## src/rtl/mem_bus_arbiter_if.sv

```systemverilog
// Bus bundle between the I/D cache refill requesters, the arbiter and main memory.
// slave: the arbiter's view. master: the requesters' and memory's view.
interface mem_bus_arbiter_if;
    // I-cache refill side
    logic        i_req;
    logic [31:0] i_addr;
    logic        i_gnt;
    logic        i_rvalid;
    logic        i_done;
    // D-cache refill / writeback side
    logic        d_req;
    logic        d_we;
    logic [31:0] d_addr;
    logic [31:0] d_wdata;
    logic        d_wnext;
    logic        d_gnt;
    logic        d_rvalid;
    logic        d_done;
    // shared read return
    logic [31:0] rdata;
    // main memory port
    logic        mem_req;
    logic        mem_we;
    logic [31:0] mem_addr;
    logic [31:0] mem_wdata;
    logic [31:0] mem_rdata;
    logic        mem_ack;

    modport slave (
        input  i_req, i_addr, d_req, d_we, d_addr, d_wdata, mem_rdata, mem_ack,
        output i_gnt, i_rvalid, i_done, d_wnext, d_gnt, d_rvalid, d_done, rdata,
               mem_req, mem_we, mem_addr, mem_wdata
    );

    modport master (
        output i_req, i_addr, d_req, d_we, d_addr, d_wdata, mem_rdata, mem_ack,
        input  i_gnt, i_rvalid, i_done, d_wnext, d_gnt, d_rvalid, d_done, rdata,
               mem_req, mem_we, mem_addr, mem_wdata
    );
endinterface

```

## src/rtl/mem_bus_arbiter.sv

```systemverilog
// Round-robin arbiter for the single main-memory port shared by the I-cache
// refill path and the D-cache refill/writeback path. Each grant runs one
// fixed-length line burst; read words return registered, one cycle after ack.
module mem_bus_arbiter #(
    parameter int LINE_WORDS = 4,
    parameter int OFF_W      = $clog2(LINE_WORDS) + 2
) (
    input  logic              clk,
    input  logic              rst,
    mem_bus_arbiter_if.slave  bus
);
    localparam int CNT_W = $clog2(LINE_WORDS);
    localparam logic [31:0] ALIGN_MASK = ~((32'd1 << OFF_W) - 32'd1);
    localparam logic [CNT_W-1:0] LAST_CNT = CNT_W'(LINE_WORDS - 1);

    typedef enum logic [1:0] {IDLE, BURST, DONE} state_t;

    state_t            state, state_nxt;
    logic [CNT_W-1:0]  cnt;
    logic              owner_d;     // 0 = I owns the bus, 1 = D owns it
    logic              last_d;      // owner of the most recently completed burst
    logic              we_q;
    logic [31:0]       base;
    logic [31:0]       rdata_q;
    logic              i_rv_q, d_rv_q;

    logic              grant, grant_d;
    logic              in_burst, in_done, busy, last_beat;

    assign in_burst  = (state == BURST);
    assign in_done   = (state == DONE);
    assign busy      = in_burst | in_done;
    assign last_beat = in_burst & bus.mem_ack & (cnt == LAST_CNT);

    // On a tie the side that did not own the previous burst wins.
    assign grant   = bus.i_req | bus.d_req;
    assign grant_d = bus.d_req & (~bus.i_req | ~last_d);

    // State register; reset aborts any burst without a done pulse.
    always_ff @(posedge clk or posedge rst) begin
        if (rst) state <= IDLE;
        else     state <= state_nxt;
    end

    // Next-state: one burst per grant, one DONE cycle, back to IDLE.
    always_comb begin
        state_nxt = state;
        case (state)
            IDLE:    if (grant) state_nxt = BURST;
            BURST:   if (last_beat) state_nxt = DONE;
            DONE:    state_nxt = IDLE;
            default: state_nxt = IDLE;
        endcase
    end

    // Burst context: owner, aligned base, beat counter, read return registers.
    always_ff @(posedge clk or posedge rst) begin
        if (rst) begin
            cnt     <= '0;
            owner_d <= 1'b0;
            last_d  <= 1'b1;
            we_q    <= 1'b0;
            base    <= '0;
            rdata_q <= '0;
            i_rv_q  <= 1'b0;
            d_rv_q  <= 1'b0;
        end else begin
            i_rv_q <= 1'b0;
            d_rv_q <= 1'b0;
            case (state)
                IDLE: begin
                    cnt <= '0;
                    if (grant) begin
                        owner_d <= grant_d;
                        base    <= (grant_d ? bus.d_addr : bus.i_addr) & ALIGN_MASK;
                        we_q    <= grant_d & bus.d_we;
                    end
                end
                BURST: begin
                    if (bus.mem_ack) begin
                        cnt <= cnt + CNT_W'(1);
                        if (!we_q) begin
                            rdata_q <= bus.mem_rdata;
                            i_rv_q  <= ~owner_d;
                            d_rv_q  <= owner_d;
                        end
                    end
                    if (last_beat) last_d <= owner_d;
                end
                DONE:    cnt <= '0;
                default: cnt <= '0;
            endcase
        end
    end

    // Base is line aligned, so the word offset never carries into the tag.
    assign bus.mem_req   = in_burst;
    assign bus.mem_we    = in_burst & we_q;
    assign bus.mem_addr  = in_burst ? base + {{(30-CNT_W){1'b0}}, cnt, 2'b00} : '0;
    assign bus.mem_wdata = bus.d_wdata;

    assign bus.i_gnt    = busy & ~owner_d;
    assign bus.d_gnt    = busy & owner_d;
    assign bus.i_done   = in_done & ~owner_d;
    assign bus.d_done   = in_done & owner_d;
    assign bus.d_wnext  = in_burst & owner_d & we_q & bus.mem_ack;
    assign bus.i_rvalid = i_rv_q;
    assign bus.d_rvalid = d_rv_q;
    assign bus.rdata    = rdata_q;
endmodule
```

## src/flat_wrapper.sv

```systemverilog
// flat-port wrapper written by rule: the top's interface ports become plain ports
module mem_bus_arbiter_flat 
#(
    parameter int LINE_WORDS = 4,
    parameter int OFF_W      = $clog2(LINE_WORDS) + 2
)
  (clk, rst, bus_i_req, bus_i_addr, bus_d_req, bus_d_we, bus_d_addr, bus_d_wdata, bus_mem_rdata, bus_mem_ack, bus_i_gnt, bus_i_rvalid, bus_i_done, bus_d_wnext, bus_d_gnt, bus_d_rvalid, bus_d_done, bus_rdata, bus_mem_req, bus_mem_we, bus_mem_addr, bus_mem_wdata);
  mem_bus_arbiter_if bus_i ();
  input  logic clk;
  input  logic rst;
  input wire logic [$bits(bus_i.i_req)-1:0] bus_i_req;
  input wire logic [$bits(bus_i.i_addr)-1:0] bus_i_addr;
  input wire logic [$bits(bus_i.d_req)-1:0] bus_d_req;
  input wire logic [$bits(bus_i.d_we)-1:0] bus_d_we;
  input wire logic [$bits(bus_i.d_addr)-1:0] bus_d_addr;
  input wire logic [$bits(bus_i.d_wdata)-1:0] bus_d_wdata;
  input wire logic [$bits(bus_i.mem_rdata)-1:0] bus_mem_rdata;
  input wire logic [$bits(bus_i.mem_ack)-1:0] bus_mem_ack;
  output wire logic [$bits(bus_i.i_gnt)-1:0] bus_i_gnt;
  output wire logic [$bits(bus_i.i_rvalid)-1:0] bus_i_rvalid;
  output wire logic [$bits(bus_i.i_done)-1:0] bus_i_done;
  output wire logic [$bits(bus_i.d_wnext)-1:0] bus_d_wnext;
  output wire logic [$bits(bus_i.d_gnt)-1:0] bus_d_gnt;
  output wire logic [$bits(bus_i.d_rvalid)-1:0] bus_d_rvalid;
  output wire logic [$bits(bus_i.d_done)-1:0] bus_d_done;
  output wire logic [$bits(bus_i.rdata)-1:0] bus_rdata;
  output wire logic [$bits(bus_i.mem_req)-1:0] bus_mem_req;
  output wire logic [$bits(bus_i.mem_we)-1:0] bus_mem_we;
  output wire logic [$bits(bus_i.mem_addr)-1:0] bus_mem_addr;
  output wire logic [$bits(bus_i.mem_wdata)-1:0] bus_mem_wdata;
  assign bus_i.i_req = bus_i_req;
  assign bus_i.i_addr = bus_i_addr;
  assign bus_i.d_req = bus_d_req;
  assign bus_i.d_we = bus_d_we;
  assign bus_i.d_addr = bus_d_addr;
  assign bus_i.d_wdata = bus_d_wdata;
  assign bus_i.mem_rdata = bus_mem_rdata;
  assign bus_i.mem_ack = bus_mem_ack;
  assign bus_i_gnt = bus_i.i_gnt;
  assign bus_i_rvalid = bus_i.i_rvalid;
  assign bus_i_done = bus_i.i_done;
  assign bus_d_wnext = bus_i.d_wnext;
  assign bus_d_gnt = bus_i.d_gnt;
  assign bus_d_rvalid = bus_i.d_rvalid;
  assign bus_d_done = bus_i.d_done;
  assign bus_rdata = bus_i.rdata;
  assign bus_mem_req = bus_i.mem_req;
  assign bus_mem_we = bus_i.mem_we;
  assign bus_mem_addr = bus_i.mem_addr;
  assign bus_mem_wdata = bus_i.mem_wdata;
  mem_bus_arbiter #(.LINE_WORDS(LINE_WORDS), .OFF_W(OFF_W)) u_core (.clk(clk), .rst(rst), .bus(bus_i));
endmodule
```

## config.mk

```make
export PLATFORM = sky130hd
export DESIGN_NAME = mem_bus_arbiter_flat
export DESIGN_NICKNAME = d
export VERILOG_FILES = /design/src/rtl/mem_bus_arbiter_if.sv /design/src/rtl/mem_bus_arbiter.sv /design/src/flat_wrapper.sv
export SDC_FILE = /design/constraint.sdc
export NUM_CORES = 1
export LEC_CHECK = 0
export CORE_MARGIN = 4
export CORE_UTILIZATION = 50
export CTS_BUF_LIST = sky130_fd_sc_hd__clkbuf_4 sky130_fd_sc_hd__clkbuf_8
export DETAILED_ROUTE_END_ITERATION = 16
export DONT_BUFFER_PORTS = 1
export PLACE_DENSITY = 0.77
export SKIP_CTS_REPAIR_TIMING = 1
export SKIP_LAST_GASP = 1
export SLEW_MARGIN = 20
export SYNTH_ARGS = -nofsm -noshare
export SYNTH_HDL_FRONTEND = slang
export SYNTH_SLANG_ARGS = --single-unit
export TNS_END_PERCENT = 5
```

## constraint.sdc

```tcl
create_clock -name clk -period 5.5 [get_ports clk]
set_input_delay 0.55 -clock clk [delete_from_list [all_inputs] [get_ports clk]]
set_output_delay 0.55 -clock clk [all_outputs]
set_load 0.02 [all_outputs]
```

==> flow_metrics.py, run 1 <==
metrics = {
    "outcome": {
        "status": "finished, final reports clean",
    },
    "logic_synthesis": {
        "yosysTopAreaCell": "dfrtp_1",
        "synth_common_cells": "dfrtp_1 (68), a21oi_1 (57), buf_4 (41)",
        "syn_area_sq_um": 3540,
        "synth_seq_area_share_pct": 48.8,
        "async_reset_ff_share_pct": 100,
        "syn_avg_cell_area_sq_um": 10.5,
        "yosys_warnings": 0,
        "yosysMostFrequentCell": "dfrtp_1",
        "synth.top_cell.area_share_pct": 48.1,
        "synth_edf_count": 0,
        "ys_types": 28,
        "syn_inst": 336,
        "synth_ff_type": "dfrtp_1",
        "synthTopCellsByArea": "dfrtp_1 (48%), mux2_4 (12%), buf_4 (8.7%)",
        "synth_seq_cells": 69,
    },
    "setup_path": {
        "cp_top_family": "buffers and inverters",
        "path_class": "reg -> out",
        "r2r_start": "u_core.state[0]",
        "crit_path_start_kind": "flop",
        "cp_slowest_cell": "dfrtp_1",
        "path_max_fanout": 35,
        "critPathArrivalTime_ns": 1.76,
        "worstSetupStartpoint": "u_core.state[1]",
        "cp.buffers_inverters": 2,
        "path_cells": "inv_1 -> ha_1 -> buf_4 -> and2_1",
        "end_kind": "output port",
        "required_ns": 4.95,
        "max_stage_delay_ns": 0.39,
        "regToRegSetupSlack_ns": 3.53,
    },
    "global_route": {
        "grt_max_degree": 70,
        "grt_overflow": 0,
        "gr-usage-all-layers_pct": 18.5,
        "grt_pass1_wl_mm": 12.2,
        "antenna_found_initial": 0,
        "grt_pass1_vias": 2248,
    },
    "route": {
        "num_vias": 2188,
        "detailedRoute.firstPassIterationCount": 4,
        "drt_iter0_drc": 57,
        "drcViolationCount": 0,
        "ant_nets": 0,
        "wl_per_cell_um": 19.8,
        "via_per_inst": 5.48,
        "wirelength_mm": 7.92,
    },
    "finish": {
        "n_fill_cell": 642,
        "layout.nets": 437,
        "diodes": 0,
        "regArea_sq_um": 1730,
        "drive_above_1_share_pct": 19.8,
        "multi_input_area_sq_um": 1420,
        "area_growth_pct": 0.106,
    },
    "clocking": {
        "h-tree-depth": 3,
        "cts_buffer_depth": 2,
        "cts_buffers": 9,
        "path_clk_slew_ns": 0.08,
        "clock-sinks": 69,
        "cts_tree": "done",
        "clkLatencyLatePin_ns": 0.34,
        "cts_root_buf": "clkbuf_8",
    },
    "floorplan": {
        "io_pins": 239,
        "num_rows": 30,
        "core_area_sq_um": 6830,
        "fp.dieH_um": 92.2,
        "die-area_sq_um": 8490,
        "start_util_pct": 51.8,
        "die_w_um": 92.2,
    },
    "placed_design": {
        "port_buffers": 0,
        "place_congestion": 0.715,
        "hpwl_mm": 5.63,
    },
    "sta": {
        "hold_viol": 0,
        "finalCritPeriodShare_pct": 42.0,
        "timing.fmax_ghz": 0.433,
        "maxSlewViolCount": 0,
        "holdWs_ns": 0.329,
        "clock_skew_ns": 0.0124,
        "setup_violations": 0,
        "rsz0062_at_grt": "no",
        "finalSetupTns_ns": 0,
        "max-slew-margin-rel_pct": 31.8,
        "tightest_slew_ns": 1.02,
        "finalCriticalPeriod_ns": 2.31,
    },
    "power": {
        "p_per_area_nw_per_um2": 695,
        "worst_ir_drop_vdd_v": 0.000255,
        "p_leak_nw": 1.66,
    },
    "min_path": {
        "hp-class": "in -> async",
    },
    "flow_run": {
        "maxCapViolations": 0,
    },
}
stage by stage:
stage	setup WS, ns	power (mW)	util [%]	instances	area (sq um)
after floorplan	3.21	1.89	-	337	3540
after global placement	3.48	1.97	48.6	383	3320
after detailed placement	3.47	2.01	48.6	383	3320
after CTS	3.16	2.49	51.9	399	3540
after global routing	3.08	2.62	51.9	399	3540
final	3.19	2.46	51.9	399	3540
cells in the final DEF (no fill, tap or decap), drive strengths merged, types with 2 or more instances in the layout:
cell and instances:
dfrtp 68, inv 7, clkbuf 9, nand2 30
nor2b 3, mux2 33, and2 34, bufinv 2
a21oi 57, conb 2, ha 5, o21ai 4
a21boi 2, nor2 31, clkinv 2, buf 4
o21a 2
sequential cells by signal, summed over array words and instances, names as in the netlist:
| name | count |
|---|---|
| u_core.base | 28 |
| u_core.bus.d_rvalid | 1 |
| u_core.state | 2 |
| u_core.owner_d | 1 |
| u_core.bus.i_rvalid | 1 |
| u_core.cnt | 2 |
| u_core.we_q | 1 |
| u_core.bus.rdata | 32 |
| u_core.last_d | 1 |
worst paths after layout:
| check | to | depth (start not counted) |
|---|---|---|
| max reg2reg | u_core.base[30] | 5 |
| min | u_core.base[19] | 2 |
| min reg2reg | u_core.last_d | 2 |
| min in group clk | u_core.base[14] | 2 |
| max | bus_mem_addr[20] | 4 |
| max in group asynchronous | u_core.base[12] | 2 |
layout make-up:
cell class                 instances  share of cell area, %
sequential                        69                   48.7
multi-input combinational        210                   40.2
clock buffer                       9                   3.49
tap                               96                   3.39
clock inverter                     7                   2.93
timing repair buffer               4                  0.847
inverter                           4                  0.424
per-layer routing:
layer,vias to the layer above,GRT usage [%],wire [um]
met2,111,31.4,4000
li1,989,-,-
met1,1063,21.6,3110
met4,0,7.80,154
met5,-,0,0
met3,25,5.99,653
power by group:
group / leakage (nW) / switching [mW] / total, mW / internal (mW)
Clock: 0.115 / 0.210 / 0.471 / 0.262
Combinational: 0.740 / 0.522 / 0.916 / 0.394
Sequential: 0.806 / 0.317 / 1.07 / 0.757
kinds of logic (layout without fill, tap and decap cells):
group                    after synthesis  count (layout)  share of synthesized area (%)
AND/OR/NAND/NOR                      101             101                           13.9
flip-flops                            69              69                           48.8
AO/OA/AOI/OAI                         67              67                           10.1
buffers and inverters                 58              24                           11.3
multiplexers                          34              34                           13.7
adder cells (fa/ha/maj)                5               5                           1.77
other                                  1               2                          0.106
XOR/XNOR                               1               1                          0.247
worst register-to-register path, stage by stage (launching register included):
cell and delay [ns]:
dfrtp_1 0.40, inv_1 0.10, ha_1 0.29, o21a_1 0.85, nor2_1 0.09, a21oi_1 0.17
Power figures use the tool's default switching activity.
==> inputs of run 2 (changes only) <==
==> constraint.sdc (replaced) <==
create_clock -name clk -period 2.4 [get_ports clk]
set_input_delay 0.24 -clock clk [delete_from_list [all_inputs] [get_ports clk]]
set_output_delay 0.24 -clock clk [all_outputs]
set_load 0.02 [all_outputs]
==> run 2 against run 1 <==
Final cell count is 1.3% higher. Clock power up 100%. Die area unchanged. Sequential share of layout area decreased by 0.58 points. Total power grew 130%. Critical path depth grew 1. Non-clock buffer count up 5. Sequential power is 130% higher. Critical endpoint is now bus_d_wnext. Design area up 1.2%.
==> flow_metrics.py, run 2 (synthesized netlist as in run 1, its figures left out) <==
metrics = {
    "outcome": {
        "status": "finished, final reports clean",
    },
    "route": {
        "drt_iter0_drc": 81,
        "wirelength_mm": 8.00,
        "num_vias": 2212,
        "detailedRoute.firstPassIterationCount": 4,
        "via_per_inst": 5.48,
        "drcViolationCount": 0,
        "wl_per_cell_um": 19.8,
        "ant_nets": 0,
    },
    "setup_path": {
        "crit_path_end": "bus_d_wnext",
        "regToRegSetupSlack_ns": 0.61,
        "reg2reg_depth": 5,
        "r2r_start": "u_core.state[1]",
        "path_max_fanout": 36,
        "end_kind": "output port",
        "worstSetupStartpoint": "u_core.state[1]",
        "critPathArrivalTime_ns": 1.91,
        "r2r-end": "u_core.bus.rdata[23]",
        "crit_path_start_kind": "flop",
        "path_class": "reg -> out",
        "required_ns": 2.16,
    },
    "finish": {
        "layout_common_cells": "dfrtp_1 (68), a21oi_1 (57), and2_1 (34), nor2_1 (31), nand2_1 (30)",
        "multi_input_area_sq_um": 1420,
        "area_growth_pct": 1.31,
        "drive_above_1_share_pct": 20.8,
        "regArea_sq_um": 1730,
        "diodes": 0,
        "n_fill_cell": 619,
        "utilization_pct": 52.5,
        "layout.nets": 442,
        "largest_register_ffs": 32,
        "layout_commonest_cell": "dfrtp_1",
    },
    "power": {
        "p_leak_nw": 1.68,
        "p_total_mw": 5.58,
        "p_per_area_nw_per_um2": 1550,
        "worst_ir_drop_vdd_v": 0.000578,
    },
    "global_route": {
        "grt_pass1_wl_mm": 12.9,
        "met1_usage_pct": 22.7,
        "antenna_found_initial": 0,
        "grt_overflow": 0,
        "top_usage_layer": "met2",
        "gr-usage-met3_pct": 7.05,
        "grt_max_degree": 45,
        "grt_use_met2_pct": 32.2,
        "gr-usage-all-layers_pct": 19.3,
        "grt_pass1_vias": 2439,
    },
    "clocking": {
        "path_clk_slew_ns": 0.08,
        "cts_root_buf": "clkbuf_8",
        "h-tree-depth": 3,
        "cts_buffer_depth": 2,
        "cts_buffers": 9,
        "clkLatencyLatePin_ns": 0.33,
        "cts_tree": "done",
        "clock-sinks": 69,
    },
    "placed_design": {
        "hpwl_mm": 5.92,
        "place_congestion": 0.736,
        "port_buffers": 0,
    },
    "sta": {
        "hold_viol": 0,
        "timing.fmax_ghz": 0.466,
        "tightest_slew_ns": 0.819,
        "clock_skew_ns": 0.00686,
        "maxSlewViolCount": 0,
        "finalCritPeriodShare_pct": 89.4,
        "setup_violations": 0,
        "finalCriticalPeriod_ns": 2.15,
        "finalSetupTns_ns": 0,
        "rsz0062_at_grt": "no",
        "max-slew-margin-rel_pct": 45.4,
    },
    "floorplan": {
        "fp.dieH_um": 92.2,
        "start_util_pct": 51.8,
        "die-area_sq_um": 8490,
        "die_w_um": 92.2,
        "num_rows": 30,
        "core_area_sq_um": 6830,
        "io_pins": 239,
    },
    "min_path": {
        "hp-class": "in -> reg",
    },
    "flow_run": {
        "maxCapViolations": 0,
    },
}
## run 2: cell count changes in the layout (fill, tap and decap cells not counted)
| cell | before | now |
|---|---|---|
| buf_12 | 0 | 2 |
| dlygate4sd3_1 | 0 | 1 |
| bufinv_16 | 2 | 1 |
| clkinvlp_4 | 0 | 1 |
| buf_4 | 4 | 6 |
## run 2: how the worst min path moves through the flow
stage                                 from              endpoint  depth (start not counted)
after detailed placement               rst       u_core.base[14]                          1
final                        bus_i_addr[9]        u_core.base[9]                          2
after CTS                              rst  u_core.bus.rdata[24]                          1
after global routing      bus_mem_rdata[2]   u_core.bus.rdata[2]                          1
after floorplan             bus_i_addr[10]       u_core.base[10]                          2
after global placement                 rst  u_core.bus.rdata[24]                          1
## run 2: through the flow
| step | hold slack, ns | setup slack (ns) | area (sq um) | instances |
|---|---|---|---|---|
| 3_3_place_gp | 0.210 | 0.640 | 3370 | 387 |
| 4_1_cts | -0.152 | 0.210 | 3580 | 403 |
| 3_5_place_dp | 0.223 | 0.592 | 3370 | 387 |
| 6_report | 0.0258 | 0.254 | 3590 | 404 |
| 5_1_grt | 0.0105 | 0.0960 | 3590 | 404 |
| 2_1_floorplan | 0.369 | 0.422 | 3540 | 337 |
## run 2: critical path: stages, from the launching register on
cell and delay, ns:
dfrtp_1 0.40, inv_1 0.11, ha_1 0.22, buf_4 0.34, and2_1 0.20, and3_1 0.29
## run 2: report_power, final
part           leakage [nW]  total, mW  internal (mW)  switching [mW]
sequential            0.806       2.47           1.74           0.735
clock                 0.101      0.961          0.494           0.467
combinational         0.775       2.14          0.941            1.20
total                  1.68       5.58           3.17            2.41
## run 2: layout make-up
class,count,share of cell area [%]
Sequential cell,69,48.2
Multi-Input combinational cell,210,39.7
Clock buffer,9,3.45
Tap cell,96,3.35
Timing Repair Buffer,9,2.65
Clock inverter,7,2.27
Inverter,4,0.419
## run 2: routing by layer
| metal | routed length [um] | part of all wire, % |
|---|---|---|
| met5 | 0 | 0 |
| met1 | 3030 | 38 |
| met3 | 696 | 8.7 |
| met2 | 4130 | 52 |
| met4 | 142 | 1.8 |
==> inputs of run 3 (changes only) <==
--- a/config.mk
+++ b/config.mk
@@ -5,7 +5,7 @@
 export SDC_FILE = /design/constraint.sdc
 export NUM_CORES = 1
 export LEC_CHECK = 0
-export CORE_MARGIN = 4
+export CORE_MARGIN = 5
 export CORE_UTILIZATION = 50
 export CTS_BUF_LIST = sky130_fd_sc_hd__clkbuf_4 sky130_fd_sc_hd__clkbuf_8
 export DETAILED_ROUTE_END_ITERATION = 16
@@ -17,4 +17,3 @@
 export SYNTH_ARGS = -nofsm -noshare
 export SYNTH_HDL_FRONTEND = slang
 export SYNTH_SLANG_ARGS = --single-unit
-export TNS_END_PERCENT = 5
==> run 3 against run 2 <==
Clock-buffer cell count is the same. Hold slack worse by 0.0072 ns. Critical path depth stayed put. Combinational power hardly changed. Final cell count fell by 0.50%. Highest routed layer unchanged. Critical endpoint unchanged. Largest cell class unchanged. Design area decreased by 1.3%.
==> flow_metrics.py, run 3 (synthesized netlist as in run 1, its figures left out) <==
metrics = {
    "outcome": {
        "status": "finished, final reports clean",
    },
    "finish": {
        "diodes": 0,
        "drive_above_1_share_pct": 20.3,
        "design_area_sq_um": 3540,
        "utilization_pct": 51.8,
        "layout_commonest_cell": "dfrtp_1",
        "layout_common_cells": "dfrtp_1 (68), a21oi_1 (57), and2_1 (34), nor2_1 (31), nand2_1 (30)",
        "layout.nets": 440,
        "stdcell_count": 402,
        "largest_register_ffs": 32,
        "area_growth_pct": 0.000113,
    },
    "placed_design": {
        "dpl_worst_slack_ns": 0.571,
        "hpwl_mm": 5.80,
        "dp.cells": 385,
        "place_area_sq_um": 3360,
        "port_buffers": 0,
        "place_congestion": 0.763,
    },
    "global_route": {
        "grt_pass1_vias": 2251,
        "gr-usage-all-layers_pct": 17.8,
        "grt_overflow": 0,
        "antenna_found_initial": 0,
        "grt_pass1_wl_mm": 11.9,
        "grt_max_degree": 70,
    },
    "power": {
        "p_total_mw": 5.46,
        "p_per_area_nw_per_um2": 1540,
        "worst_ir_drop_vdd_v": 0.000634,
        "p_leak_nw": 1.65,
    },
    "sta": {
        "rsz0062_at_grt": "no",
        "holdWs_ns": 0.0186,
        "setup_ws_ns": 0.284,
        "clock_skew_ns": 0.00819,
        "finalCriticalPeriod_ns": 2.12,
        "tightest_slew_ns": 0.639,
        "hold_viol": 0,
        "timing.fmax_ghz": 0.472,
        "finalSetupTns_ns": 0,
        "max-slew-margin-rel_pct": 57.4,
        "maxSlewViolCount": 0,
        "finalCritPeriodShare_pct": 88.2,
        "setup_violations": 0,
    },
    "min_path": {
        "hp-class": "in -> reg",
    },
    "floorplan": {
        "fp.dieH_um": 94.2,
        "num_rows": 30,
        "die_w_um": 94.2,
        "start_util_pct": 51.8,
        "die-area_sq_um": 8870,
        "core_area_sq_um": 6830,
        "io_pins": 239,
    },
    "setup_path": {
        "regToRegSetupSlack_ns": 0.58,
        "critPathArrivalTime_ns": 1.88,
        "required_ns": 2.16,
        "cp_slowest_cell": "dfrtp_1",
        "max_stage_delay_ns": 0.39,
        "path_cells": "inv_1 -> ha_1 -> buf_4 -> and2_1 -> and3_1",
        "end_kind": "output port",
        "path_max_fanout": 36,
        "crit_path_start_kind": "flop",
        "path_class": "reg -> out",
    },
    "route": {
        "num_vias": 2195,
        "wl_per_cell_um": 20.2,
        "drcViolationCount": 0,
        "detailedRoute.firstPassIterationCount": 4,
        "ant_nets": 0,
        "via_per_inst": 5.46,
        "wirelength_mm": 8.12,
        "drt_iter0_drc": 54,
    },
    "clocking": {
        "path_clk_slew_ns": 0.08,
        "cts_buffer_depth": 2,
        "cts_tree": "done",
        "h-tree-depth": 3,
        "cts_buffers": 9,
        "clock-sinks": 69,
        "cts_root_buf": "clkbuf_8",
        "clkLatencyLatePin_ns": 0.34,
    },
    "flow_run": {
        "maxCapViolations": 0,
    },
}
-- run 3: cell count changes in the layout (fill, tap and decap cells not counted), sizes merged --
cell and delta:
buf -2, inv -1, bufinv -1, clkinvlp +2
-- run 3: final cells by class --
class / count / area [sq um]
Tap cell: 96 / 120
Clock buffer: 9 / 124
Multi-Input combinational cell: 210 / 1420
Fill cell: 622 / 3290
Timing Repair Buffer: 7 / 80.1
Sequential cell: 69 / 1730
Inverter: 4 / 15.0
Clock inverter: 7 / 50.0
-- run 3: final timing paths --
path | from | endpoint | cells past startpoint
setup / recovery | u_core.state[1] | bus_d_wnext | 5
hold / removal | bus_i_addr[12] | u_core.base[12] | 2
setup reg to reg | u_core.state[1] | u_core.bus.rdata[16] | 4
hold reg to reg | u_core.base[28] | u_core.base[28] | 2
max in group asynchronous | rst | u_core.last_d | 3
min in group asynchronous | rst | u_core.base[14] | 3
-- run 3: critical path: cells and delay by family (launching register included) --
kind                     cells  cell delay (ns)
adder cells (fa/ha/maj)      1             0.21
buffers and inverters        2             0.44
AND/OR/NAND/NOR              2             0.50
flip-flops                   1             0.39
-- run 3: per-layer routing --
layer | global-route usage (%) | routed length (um) | vias to the layer above
met5 | 0 | 0 | -
met4 | 7.34 | 106 | 0
met3 | 5.69 | 697 | 13
met2 | 30.0 | 4330 | 109
met1 | 20.7 | 2980 | 1078
li1 | - | - | 995
-- run 3: report_power, final --
group | internal [mW] | switching, mW
registers | 1.74 | 0.737
logic | 0.924 | 1.21
clock network | 0.378 | 0.472
